### config.mk
export PLATFORM = sky130hd
export DESIGN_NAME = disp_bcd_conv
export DESIGN_NICKNAME = d
export VERILOG_FILES = /design/src/rtl/disp_bcd_conv.sv
export SDC_FILE = /design/constraint.sdc
export NUM_CORES = 1
export LEC_CHECK = 0
export CORE_ASPECT_RATIO = 0.8
export CORE_MARGIN = 2
export CORE_UTILIZATION = 55
export CTS_CLUSTER_DIAMETER = 100
export CTS_CLUSTER_SIZE = 25
export DETAILED_ROUTE_END_ITERATION = 16
export PLACE_DENSITY = 0.8
export REMOVE_ABC_BUFFERS = 1
export SLEW_MARGIN = 15
export SYNTH_ARGS = -nofsm -noshare
export SYNTH_HDL_FRONTEND = slang
export SYNTH_SLANG_ARGS = --single-unit
### constraint.sdc
create_clock -name iclk -period 2.46 [get_ports iclk]
set_input_delay 0.492 -clock iclk [delete_from_list [all_inputs] [get_ports iclk]]
set_output_delay 0.492 -clock iclk [all_outputs]
set_load 0.02 [all_outputs]
### src/rtl/disp_bcd_conv.sv
// disp_bcd_conv: converts a 16-bit frequency value and a 16-bit peak-to-peak
// value into five BCD digits each. One shared double-dabble datapath
// handles the frequency first and then the voltage. Both results are
// presented together with a one-cycle odone pulse.
module disp_bcd_conv #(
   parameter bit BLANK_LZ = 1'b0
) (
   input  logic        iclk,
   input  logic        irst,
   input  logic        istart,
   input  logic [15:0] ifrq,
   input  logic [15:0] ivpp,
   output logic        obusy,
   output logic        odone,
   output logic [19:0] ofrq_bcd,
   output logic [19:0] ovpp_bcd
);

   typedef enum logic [1:0] {
      IDLE = 2'd0,
      FRQ  = 2'd1,
      VPP  = 2'd2,
      DONE = 2'd3
   } state_t;

   state_t      state_r;
   state_t      state_nxt_s;
   logic [15:0] vpp_hold_r;   // ivpp captured at accept, converted second
   logic [19:0] bcd_r;        // shared BCD scratch
   logic [15:0] bin_r;        // shared binary shift register
   logic [4:0]  cnt_r;        // step counter, 0..15 within a channel
   logic [19:0] frq_res_r;    // finished frequency digits, parked until DONE
   logic [35:0] step_s;       // {bcd, bin} after one double-dabble step
   logic        last_step_s;

   // One double-dabble step: add 3 to every digit >= 5, then shift
   // {bcd, bin} left by one so the binary MSB enters the BCD ones digit.
   function automatic logic [35:0] dd_step(input logic [19:0] bcd,
                                           input logic [15:0] bin);
      logic [19:0] adj;
      adj = bcd;
      for (int i = 0; i < 5; i++) begin
         if (bcd[i*4 +: 4] >= 4'd5) begin
            adj[i*4 +: 4] = bcd[i*4 +: 4] + 4'd3;
         end else begin
            adj[i*4 +: 4] = bcd[i*4 +: 4];
         end
      end
      return {adj[18:0], bin, 1'b0};
   endfunction

   // Replace zero digits above the most significant non-zero digit by 4'hF.
   // The ones digit always stays visible.
   function automatic logic [19:0] blank_lz(input logic [19:0] d);
      logic [19:0] res;
      logic        lead;
      res  = d;
      lead = 1'b1;
      for (int i = 4; i >= 1; i--) begin
         if (lead && (d[i*4 +: 4] == 4'd0)) begin
            res[i*4 +: 4] = 4'hF;
         end else begin
            lead = 1'b0;
         end
      end
      return res;
   endfunction

   // Next-state logic and the combinational converter step.
   always_comb begin
      state_nxt_s = state_r;
      step_s      = dd_step(bcd_r, bin_r);
      last_step_s = (cnt_r == 5'd15);
      case (state_r)
         IDLE: begin
            if (istart) begin
               state_nxt_s = FRQ;
            end else begin
               state_nxt_s = IDLE;
            end
         end
         FRQ: begin
            if (last_step_s) begin
               state_nxt_s = VPP;
            end else begin
               state_nxt_s = FRQ;
            end
         end
         VPP: begin
            if (last_step_s) begin
               state_nxt_s = DONE;
            end else begin
               state_nxt_s = VPP;
            end
         end
         DONE:    state_nxt_s = IDLE;
         default: state_nxt_s = IDLE;
      endcase
   end

   // State register.
   always_ff @(posedge iclk) begin
      if (irst) begin
         state_r <= IDLE;
      end else begin
         state_r <= state_nxt_s;
      end
   end

   // Shared converter datapath: capture on accept, then 16 steps per channel.
   always_ff @(posedge iclk) begin
      if (irst) begin
         vpp_hold_r <= 16'd0;
         bcd_r      <= 20'd0;
         bin_r      <= 16'd0;
         cnt_r      <= 5'd0;
         frq_res_r  <= 20'd0;
      end else begin
         case (state_r)
            IDLE: begin
               if (istart) begin
                  bin_r      <= ifrq;
                  vpp_hold_r <= ivpp;
                  bcd_r      <= 20'd0;
                  cnt_r      <= 5'd0;
               end else begin
                  cnt_r      <= cnt_r;
               end
            end
            FRQ: begin
               if (last_step_s) begin
                  // Park the frequency digits and reload the datapath with ivpp.
                  frq_res_r <= step_s[35:16];
                  bcd_r     <= 20'd0;
                  bin_r     <= vpp_hold_r;
                  cnt_r     <= 5'd0;
               end else begin
                  bcd_r     <= step_s[35:16];
                  bin_r     <= step_s[15:0];
                  cnt_r     <= cnt_r + 5'd1;
               end
            end
            VPP: begin
               bcd_r <= step_s[35:16];
               bin_r <= step_s[15:0];
               if (last_step_s) begin
                  cnt_r <= 5'd0;
               end else begin
                  cnt_r <= cnt_r + 5'd1;
               end
            end
            DONE: begin
               cnt_r <= 5'd0;
            end
            default: begin
               cnt_r <= 5'd0;
            end
         endcase
      end
   end

   // Registered outputs: busy flag, done pulse and both digit sets loaded together.
   always_ff @(posedge iclk) begin
      if (irst) begin
         obusy    <= 1'b0;
         odone    <= 1'b0;
         ofrq_bcd <= 20'd0;
         ovpp_bcd <= 20'd0;
      end else begin
         obusy <= (state_nxt_s != IDLE);
         if (state_r == DONE) begin
            odone    <= 1'b1;
            ofrq_bcd <= BLANK_LZ ? blank_lz(frq_res_r) : frq_res_r;
            ovpp_bcd <= BLANK_LZ ? blank_lz(bcd_r)     : bcd_r;
         end else begin
            odone    <= 1'b0;
         end
      end
   end

endmodule

### After elaboration in Yosys (flattened, before gate mapping)

Index checks and enable logic that the tools add are counted.

* bits in registers: 121
* input bits: 35
* logic and storage cells: 52

* $add $sub $neg: 6
* order comparisons: 5
* equality and inequality tests: 5
* muxes and demuxes: 19
* reductions and logical operators: 7

Operator list (count)
* 20-bit one-hot mux with 3 select lines: 1
* 16-bit one-hot mux with 3 select lines: 1
* 20-bit two-way mux: 2
* 16-bit two-way mux: 2
* 4-bit by 3-bit >= comparator with 1-bit output (second input constant): 5
* 4-bit by 2-bit adder with 4-bit output (second input constant): 4
* 4-bit two-way mux: 4
* 5-bit one-hot mux with 3 select lines: 1
* 5-bit two-way mux: 2
* 2-bit one-hot mux with 4 select lines: 1
* 2-bit AND reduction: 3
* 5-bit by 1-bit adder with 5-bit output (second input constant): 1
* 5-bit by 4-bit == test with 1-bit output (second input constant): 1
* 2-bit == test (second input constant): 2
* 3-bit by 2-bit adder with 3-bit output (second input constant): 1
* 1-bit two-way mux: 3
* 3-bit two-way mux: 1
* 3-bit nonzero test: 1
* 2-bit by 1-bit == test with 1-bit output (second input constant): 1
* 2-bit logical NOT: 1
* 2-bit two-way mux: 1
* 2-bit inequality test (second input constant): 1
* 2-bit nonzero test: 1
* 2-bit OR reduction: 1

### Logic depth before layout (Yosys ltp)

* word-level depth: 4
* depth in mapped cells: 8
* gate-level depth less buffers: 6

### Worst setup path before layout

OpenSTA, ideal clock, no wires.

* kind: reg-to-reg
* from: register state_r[0]
* to: register bcd_r[3]
* arrival: 1664 ps
* setup slack: 726 ps
* cell stages (with the launch flop): 9
* cell sequence: dfxtp_1 inv_1 ha_1 inv_1 buf_2 nor2_1 buf_2 nand4_1 a21oi_1

* longest elaborated chain between the ends: 3
* elaborated cells on any way between the ends: 7

RTL lines
* start: declaration: line 26 `state_t state_r;`
* start signal: assignment: line 106 `state_r <= state_nxt_s;`
* 2-bit == test (tied with other cells): line 119 `case (state_r)`
* 3-bit nonzero test (no source line) / 2-bit inequality test (equally long branches)
* 2-bit AND reduction (no source line)
* end signal: assignment: line 138 `bcd_r <= step_s[35:16];`
* end signal: assignment: line 144 `bcd_r <= step_s[35:16];`
* end: declaration: line 29 `logic [19:0] bcd_r;`

Several ways; a longest one is shown, not always the timed one.
A chain may end at the register's enable or synchronous reset.

### Final worst setup path

* from: register cnt_r[0]
* to: register bcd_r[7]

* longest elaborated chain between the ends: 3

RTL lines
* start: declaration: line 31 `logic [4:0] cnt_r;`
* start signal: assignment: line 127 `cnt_r <= cnt_r;`
* start signal: assignment: line 140 `cnt_r <= cnt_r + 5'd1;`
* start signal: assignment: line 149 `cnt_r <= cnt_r + 5'd1;`
* 5-bit by 4-bit == test with 1-bit output: line 73 `last_step_s = (cnt_r == 5'd15);`
* 20-bit two-way mux: line 131 `if (last_step_s) begin`
* 20-bit one-hot mux with 3 select lines: line 119

Every way passes these cells.

==> impl_metrics.ini <==
[run_status]
outcome = finished clean

[yosys]
synth.distinct_cells = 43
syn_inst = 617
syn-cell-area_mm2 = 0.00549
synth.top_cell.area_share_pct = 44.2
synth_seq_area_share_pct = 44.2
synthAdderAreaFrac_pct = 3.42
muxShareOfSynthArea_pct = 7.30
synth_seq_cells = 121
synth_warnings = 0
synth_compound_area_share_pct = 17.5
yosys.area_share.simple_pct = 21.6
synth.area.top_cells = dfxtp_1 (44%), mux2i_1 (7.3%), nand2_1 (5.5%)
synth_xor_area_share_pct = 0
synth_top_family_by_area = simple AND/OR/NAND/NOR gates
synth.largest_area_cell = dfxtp_1
syn_area_per_cell_um2 = 8.89

[critical_path]
cp-start-kind = flop
cp.arrival_ns = 2.40
cp_slowest_cell = a21o_1
crit_buf_inv = 1
critPathTopFamily = compound AO/OA/AOI/OAI gates
worstPathMaxFanout = 16
crit_path_max_incr_delay_ns = 0.48
cp_cell_sequence = ha_1, nand4b_1, a21o_1, buf_4, a32oi_1, a21oi_1
crit_type = flop to flop
cp_data_required_time_ns = 2.74
cp-end-kind = flop

[placed_design]
post-place-ws_ns = 0.264
gp_congestion = 0.846
numPortBuffers = 76
place_inst = 789
dp_hpwl_um = 8090

[drt]
ant_nets = 0
post_drt_wl_per_cell_um = 15.1
via_count = 4621
routed_via_density = 5.64
routed_wl_um = 12400
dr.pass1.iters = 5
drt_iter0_drc = 267
drcViolationCount = 0

[timing]
fmax_ghz = 0.471
setup_viol = 0
relSlewSlack_pct = 54.1
period_share_pct = 86.2
postLayoutSetupSlackWorst_ns = 0.339
worst_pin_slew_ns = 0.689
hold_viol = 0
grt_setup_unrepaired = false
fin_skew_ns = 0.00712
maxSlewViolCount = 0
min_period_ns = 2.12

[cts]
cts.root.buffer_cell = clkbuf_16
cts_hold_buf = 0
htreeDepth = 4
clk_pin_slew_ns = 0.05
postCtsSetupBuffers = 0
cts_resized = 0
clock_path_buffers = 2
tritoncts = built
clock_latency_ns = 0.41
cts_buffers = 17
cts_sinks = 121

[global_routing]
track_usage_pct = 24.5
grt_max_degree = 62
grt_antenna_before_repair = 0
first_global_vias = 4602
overflow = 0
grt_pass1_wl_um = 21100

[die]
num_rows = 32
dieArea_mm2 = 0.0108
initial_core_util_pct = 56.6
die_y_um = 93.3
die_x_um = 116
design.core.area_mm2 = 0.00969
io_pins = 77

[min_path]
hold_class = flop to flop

[final_layout]
diodes = 0
instances_no_fill = 820
final_common_cell = dfxtp_1
area_growth_pct = 25.5
nNetsFinal = 722
final_cell_mix = dfxtp_1 (121), nand2_1 (80), clkdlybuf4s50_1 (75), nor2_1 (69), a21oi_1 (55)
drive_above_1_share_pct = 9.50

[pwr]
vdd_drop_max_uv = 567
power_leakage_nw = 2.34
powerDensity_mw_per_mm2 = 722

[flow_run]
drv_cap = 0
## final cells by class
class                           instances  area [um^2]
Inverter                               14         52.6
Clock buffer                           24          482
Timing Repair Buffer                   89          881
Fill cell                             738         2810
Multi-Input combinational cell        429         2740
Clock inverter                          7          140
Sequential cell                       121         2420
Tap cell                              136          170
## worst register-to-register path: stages, from the launching register on
cell and delay [ns]:
dfxtp_1 0.38, ha_1 0.25, nand4b_1 0.23, a21o_1 0.48, buf_4 0.32, a32oi_1 0.23, a21oi_1 0.09
## cells in the mapped netlist
master      n
a211oi_1   16
a21o_1      1
a21oi_1    55
a221oi_1    7
a221oi_2    9
a32oi_1     6
and2_1      5
and2_4      1
and3_1      1
and4b_4     1
buf_1       4
buf_12      1
buf_2      11
buf_4       4
buf_6       1
buf_8       2
clkbuf_1   25
clkbuf_2    5
dfxtp_1   121
ha_1       15
inv_1      14
mux2i_1    40
nand2_1    80
nand2_2     1
nand2b_1    5
nand2b_2    1
nand3_1     5
nand3b_1   16
nand4_1     5
nand4b_1    1
nor2_1     69
nor2b_1     6
nor3_1     17
nor3b_1     7
nor4_1      1
o211ai_1    4
o21a_1      1
o21ai_0    16
o41ai_1     7
o41ai_2     8
or2_2       1
or3_1      11
or4_1      10
## layer usage
layer / vias up / wire length (um) / global-route usage (%)
met4: 0 / 80 / 6.35
met1: 2173 / 5580 / 31.6
met3: 8 / 705 / 7.06
met2: 149 / 5980 / 40.5
met5: - / 0 / 0
li1: 2291 / - / -
## metrics by stage
step           total power, mW  TNS [ns]  area, um^2  util (%)  hold slack, ns
5_1_grt                   5.11         0        6880      71.0           0.482
2_1_floorplan             2.24    -13.99        5210         -           0.430
3_3_place_gp              2.40         0        6260      64.6           0.442
3_5_place_dp              2.41         0        6260      64.6           0.446
6_report                  4.97         0        6880      71.0           0.453
4_1_cts                   4.98         0        6880      71.0           0.453
## path summary, 6_finish.rpt
path | startpoint | to | slack (ns) | depth (start not counted)
setup reg to reg | cnt_r[0]$_SDFFE_PP0P_ | bcd_r[7]$_SDFFE_PP0P_ | 0.34 | 6
setup / recovery | cnt_r[0]$_SDFFE_PP0P_ | bcd_r[7]$_SDFFE_PP0P_ | 0.34 | 6
hold / removal | frq_res_r[9]$_SDFFE_PP0P_ | frq_res_r[9]$_SDFFE_PP0P_ | 0.45 | 2
hold reg to reg | frq_res_r[9]$_SDFFE_PP0P_ | frq_res_r[9]$_SDFFE_PP0P_ | 0.45 | 2
## logic make-up (layout without fill, tap and decap cells)
family          count (synthesis)  after routing
compound gates                130            130
fa+ha+maj                      15             15
buf+inv                        67            134
flops                         121            121
mux                            40             40
simple gates                  244            244
## registers in the layout (all words and copies together) (netlist names)
| name | flops |
|---|---|
| ovpp_bcd | 20 |
| ofrq_bcd | 20 |
| obusy | 1 |
| cnt_r | 5 |
| vpp_hold_r | 16 |
| bcd_r | 20 |
| state_r | 2 |
| odone | 1 |
| frq_res_r | 20 |
| bin_r | 16 |
## where the power goes
| part | internal [mW] | leakage, nW | switching [mW] | total [mW] |
|---|---|---|---|---|
| registers | 2.01 | 0.980 | 0.0319 | 2.04 |
| logic | 0.139 | 1.07 | 0.196 | 0.335 |
| clock network | 1.77 | 0.297 | 0.824 | 2.59 |
No activity file was read; power rests on OpenSTA's default activity.
==> RTL edit 1, RTL diff (config.mk and constraints unchanged) <==
Change the parameter `BLANK_LZ` from 1'b0 to 1'b1.
--- a/src/rtl/disp_bcd_conv.sv
+++ b/src/rtl/disp_bcd_conv.sv
@@ -5,3 +5,3 @@
 module disp_bcd_conv #(
-   parameter bit BLANK_LZ = 1'b0
+   parameter bit BLANK_LZ = 1'b1
 ) (
Behaviour: no difference found for any inputs over 10 cycles, from zero or initial values and one cycle with irst high; that may be too few to reach the edited logic, so the function may still have changed.
==> RTL edit 1 against the original RTL <==
Combinational power down 19%; wire length is 8.9% higher; sequential cell count did not move; core utilization rose by 0.14 points; total power is 3.2% lower; critical path depth unchanged; area after synthesis shrank 1.5%; setup slack got worse by 0.077 ns; final area decreased by 0.64%; highest routed layer unchanged.
==> RTL edit 1: results (changes against the original RTL) <==
Sequential-to-total area share from yosys stat: 44.8% (+0.67 points)
Hold EP: vpp_hold_r[0]$_SDFFE_PP0P_
Cell area after layout: 0.00684 mm² (-0.64%)
Ant diodes: 0 (unchanged)
RD Place Congestion: 0.875 (+3.5%)
Util after Layout: 71.2% (+0.14 points)
Critical Path Slowest Stage Cell: or3b_1
Total GRT Usage: 26.9% (+2.4 points)
Synth area leaders: dfxtp_1 45%, nand2_1 5.6%, a21oi_1 5.1%
Crit Path Max Fanout: 7 (-9)
Pleak: 2.42 nW (+3.2%)
Drt pass-1 iters: 5 (unchanged)
Distinct cells, synth: 44 (+2.3%)
Initial antenna violation count: 0 (unchanged)
CTS buffer count: 17 (unchanged)
Ys Warns: 0 (unchanged)
Crit-path leading delay family: simple AND/OR/NAND/NOR gates
CP startpoint: bcd_r[17]$_SDFFE_PP0P_
RR Endpoint: ovpp_bcd[9]$_SDFFE_PP0P_
Hold depth: 2 (unchanged)
Clock skew: 0.00571 ns (-0.00141 ns)
Total Routed Length: 13.5 mm (+8.9%)
Global-route wire length before repair: 22.7 mm (+7.3%)
Hold WS: 0.459 ns (+0.00512 ns)
Largest net degree at the start of global routing: 74 (+19%)
Most frequent cells after synthesis: 121 x dfxtp_1, 80 x nand2_1, 60 x nor2_1
Pin slew with the least headroom to its limit: 0.842 ns (+0.152 ns)
Detailed Place HPWL: 8.89 mm (+9.8%)
Post-CTS Resized: 0 (unchanged)
Vias in the first global route: 4,669 (+1.5%)
Share of cells above drive strength 1: 10.3% (+0.81 points)
Worst-skew pair later-pin latency: 0.41 ns (about the same)
Ys flop type: dfxtp_1
Clock Path Buffers: 2 (unchanged)
Worst reg2reg setup slack: 0.26 ns (-0.08 ns)
Via count: 4,951 (+7.1%)
Switching pwr: 1.06 mW (+0.92%)
Status: finished, final reports clean
Peak VDD IR: 0.864 mV (+52%)
Post-CTS Repair Setup Buffers: 0 (unchanged)
Worst Path Arrival: 2.52 ns (+0.12 ns)
Post-layout nets: 739 (+2.4%)
Worst reg-to-reg path cell count: 6 (unchanged)
Drt initial violations: 416 (+56%)
Number of H-tree levels: 4 (unchanged)
Peak per-stage delay on the critical path: 0.46 ns (-0.02 ns)
Area after DPL: 0.00623 mm² (-0.42%)
Hold_sp: vpp_hold_r[0]$_SDFFE_PP0P_
RTL edit 1: changes by cell type in the layout (fill, tap and decap cells not counted), sizes merged, moves of 4 or more:
cell	delta
nand3	+14
mux2i	-30
clkinv	+8
ha	+4
a211oi	+12
nor2	-9
nand3b	-16
clkbuf	-5
o221a	+19
RTL edit 1: logic make-up (layout without fill, tap and decap cells):
logic type,after synthesis,in the layout,synth area share (%)
flip-flops,121,121,44.8
adder cells (fa/ha/maj),19,19,4.40
multiplexers,11,11,2.06
buffers and inverters,70,141,4.98
AND/OR/NAND/NOR,239,239,21.3
AO/OA/AOI/OAI,167,167,22.5
RTL edit 1: power by group through the flow:
| stage | registers (mW) | logic (mW) | clock network (mW) |
|---|---|---|---|
| floorplan | 2.06 | 0.122 | 0 |
| global placement | 2.07 | 0.260 | 0 |
| detailed placement | 2.07 | 0.267 | 0 |
| CTS | 2.03 | 0.271 | 2.55 |
| global route | 2.03 | 0.297 | 2.63 |
| finish | 2.03 | 0.271 | 2.51 |
RTL edit 1: cell type report:
cell class              count  area (µm²)
flip-flops and latches    121        2420
inverters                  18        67.6
clock buffers              19         453
fillers                   740        2770
well taps                 119         149
clock inverters            13         151
multi-input cells         436        2720
repair buffers             91         881
RTL edit 1: layer usage:
layer	routed length (µm)	vias up	global-route usage [%]	share of wire [%]
met3	793	20	6.41	5.9
met4	189	0	10.2	1.4
li1	-	2415	-	-
met1	6180	2358	35.8	46
met2	6290	158	42.7	47
met5	0	-	0	0
RTL edit 1: stage by stage:
step	setup WS, ns	instances	total power [mW]
detailed placement	0.150	785	2.34
global route	0.139	817	4.96
global placement	0.267	785	2.33
finish	0.263	817	4.81
CTS	0.243	817	4.85
floorplan	-0.698	575	2.19
==> RTL edit 2, RTL diff (config.mk and constraints unchanged) <==
Without the edit above. Make the reset (`irst`) asynchronous in 3 clocked blocks.
--- a/src/rtl/disp_bcd_conv.sv
+++ b/src/rtl/disp_bcd_conv.sv
@@ -101,3 +101,3 @@
    // State register.
-   always_ff @(posedge iclk) begin
+   always_ff @(posedge iclk or posedge irst) begin
       if (irst) begin
@@ -110,3 +110,3 @@
    // Shared converter datapath: capture on accept, then 16 steps per channel.
-   always_ff @(posedge iclk) begin
+   always_ff @(posedge iclk or posedge irst) begin
       if (irst) begin
@@ -162,3 +162,3 @@
    // Registered outputs: busy flag, done pulse and both digit sets loaded together.
-   always_ff @(posedge iclk) begin
+   always_ff @(posedge iclk or posedge irst) begin
       if (irst) begin
Behaviour: differs if irst is asserted again (counterexample within 4 cycles, from zero or initial values and one cycle with irst high); with irst held inactive, the same outputs for 10 cycles.
==> RTL edit 2 against the original RTL <==
Via count shrank 15%; final area is 1.5% higher; area after synthesis down 1.3%; die area fell by 1.2%; setup slack worse by 0.17 ns; maximum frequency decreased by 7.4%; global-route usage is 0.35 points higher; sequential cell count did not move; wire length is 0.65% lower; critical endpoint is now bcd_r[10]$_DFFE_PP0P_.
Power is not compared: it rests on default switching activity, and its combinational part moved more than twofold at a synthesized area within 25%.
==> RTL edit 2: results (changes against the original RTL) <==
Root Driver: clkbuf_16
Synth area leaders: dfrtp_1 56%, mux2_2 14%, a21oi_1 3.8%
Total Routed Length: 12.3 mm (-0.65%)
Post-layout nets: 582 (-19%)
Worst reg-to-reg path cell count: 5 (-1)
Most frequent cells after synthesis: 121 x dfrtp_1, 67 x mux2_2, 41 x a21oi_1
Routed length on met1: 5.30 mm (-5.2%)
CP startpoint: cnt_r[0]$_DFFE_PP0P_
Port Buf Inserts: 76 (unchanged)
Met3 Routed Length: 702 µm (-0.43%)
Met3 usage: 6.28% (-0.78 points)
Ant diodes: 0 (unchanged)
Drt pass-1 iters: 6 (+1)
Drt initial violations: 331 (+24%)
Placement Setup Slack: 0.244 ns (-0.0197 ns)
Peak VDD IR: 0.603 mV
Share of cells above drive strength 1: 23.7% (+14 points)
Largest net degree at the start of global routing: 55 (-11%)
Distinct cells, synth: 34 (-21%)
Vias in the first global route: 4,013 (-13%)
HP Class: in -> async
Asr flop ratio synth: 100% (+100 points)
Crit Path Max Fanout: 17 (+1)
Ys flop type: dfrtp_1
Slew headroom: 47.4% (-6.6 points)
Worst reg2reg setup slack: 0.17 ns (-0.17 ns)
Met2 usage: 40.2% (-0.30 points)
Via count: 3,915 (-15%)
Routing usage on met1: 33.5% (+2.0 points)
RD Place Congestion: 0.814 (-3.7%)
Global-route wire length before repair: 20.5 mm (-2.9%)
Critical path endpoint: bcd_r[10]$_DFFE_PP0P_
Minimum clock period: 2.29 ns (+0.169 ns)
Status: finished, final reports clean
Clock skew: 0.00937 ns (+0.00225 ns)
Detailed Place HPWL: 7.58 mm (-6.3%)
Sequential-to-total area share from yosys stat: 55.9% (+12 points)
Filler cells: 646 (-12%)
Met2 Wirelength: 6.15 mm (+2.8%)
Total GRT Usage: 24.9% (+0.35 points)
RTL edit 2: changes by cell type in the layout (fill, tap and decap cells not counted), moves of 16 or more:
| cell | unedited run | this run |
|---|---|---|
| dfrtp_1 | 0 | 121 |
| mux2i_1 | 40 | 3 |
| a211oi_1 | 16 | 0 |
| nor3_1 | 17 | 0 |
| nand3b_1 | 16 | 0 |
| nand2_1 | 80 | 38 |
| mux2_2 | 0 | 67 |
| dfxtp_1 | 121 | 0 |
| nor2_1 | 69 | 14 |
RTL edit 2: cell families (layout without fill, tap and decap cells):
family / after synthesis / after routing / share of synthesized area [%]
muxes: 70 / 70 / 14.5
xor gates and xnor gates: 5 / 5 / 0.809
adders and majority gates: 15 / 15 / 3.47
DFF: 121 / 121 / 55.9
buffers and inverters: 44 / 141 / 4.00
AOI/OAI and AO/OA: 105 / 105 / 13.3
and+or+nand+nor: 88 / 88 / 7.99
RTL edit 2: area by class of cell:
type	count	share of cell area, %
Clock buffer	19	6.48
Clock inverter	13	3.10
Inverter	17	0.949
Multi-Input combinational cell	283	31.2
Sequential cell	121	43.3
Tap cell	119	2.13
Timing Repair Buffer	92	12.8
RTL edit 2: power by group:
part           switching, mW  total [mW]  internal (mW)
combinational           1.09        1.87          0.774
sequential             0.335        2.70           2.37
clock                  0.936        2.80           1.86
total                   2.36        7.37           5.00
RTL edit 2: critical path, stage by stage, from the launching register on:
cell and delay (ns):
dfrtp_1 0.41, ha_1 0.28, nand4b_4 0.18, a21o_1 0.66, and2_1 0.49, a22o_1 0.21
RTL edit 2: metrics by stage:
stage,instances,area [µm²],hold WS [ns],TNS (ns)
after floorplan,421,5260,0.450,-177.64
after global placement,632,6320,0.467,0
after detailed placement,632,6320,0.482,0
after CTS,664,6990,0.470,0
after global routing,664,6990,0.502,0
final,664,6990,0.456,0
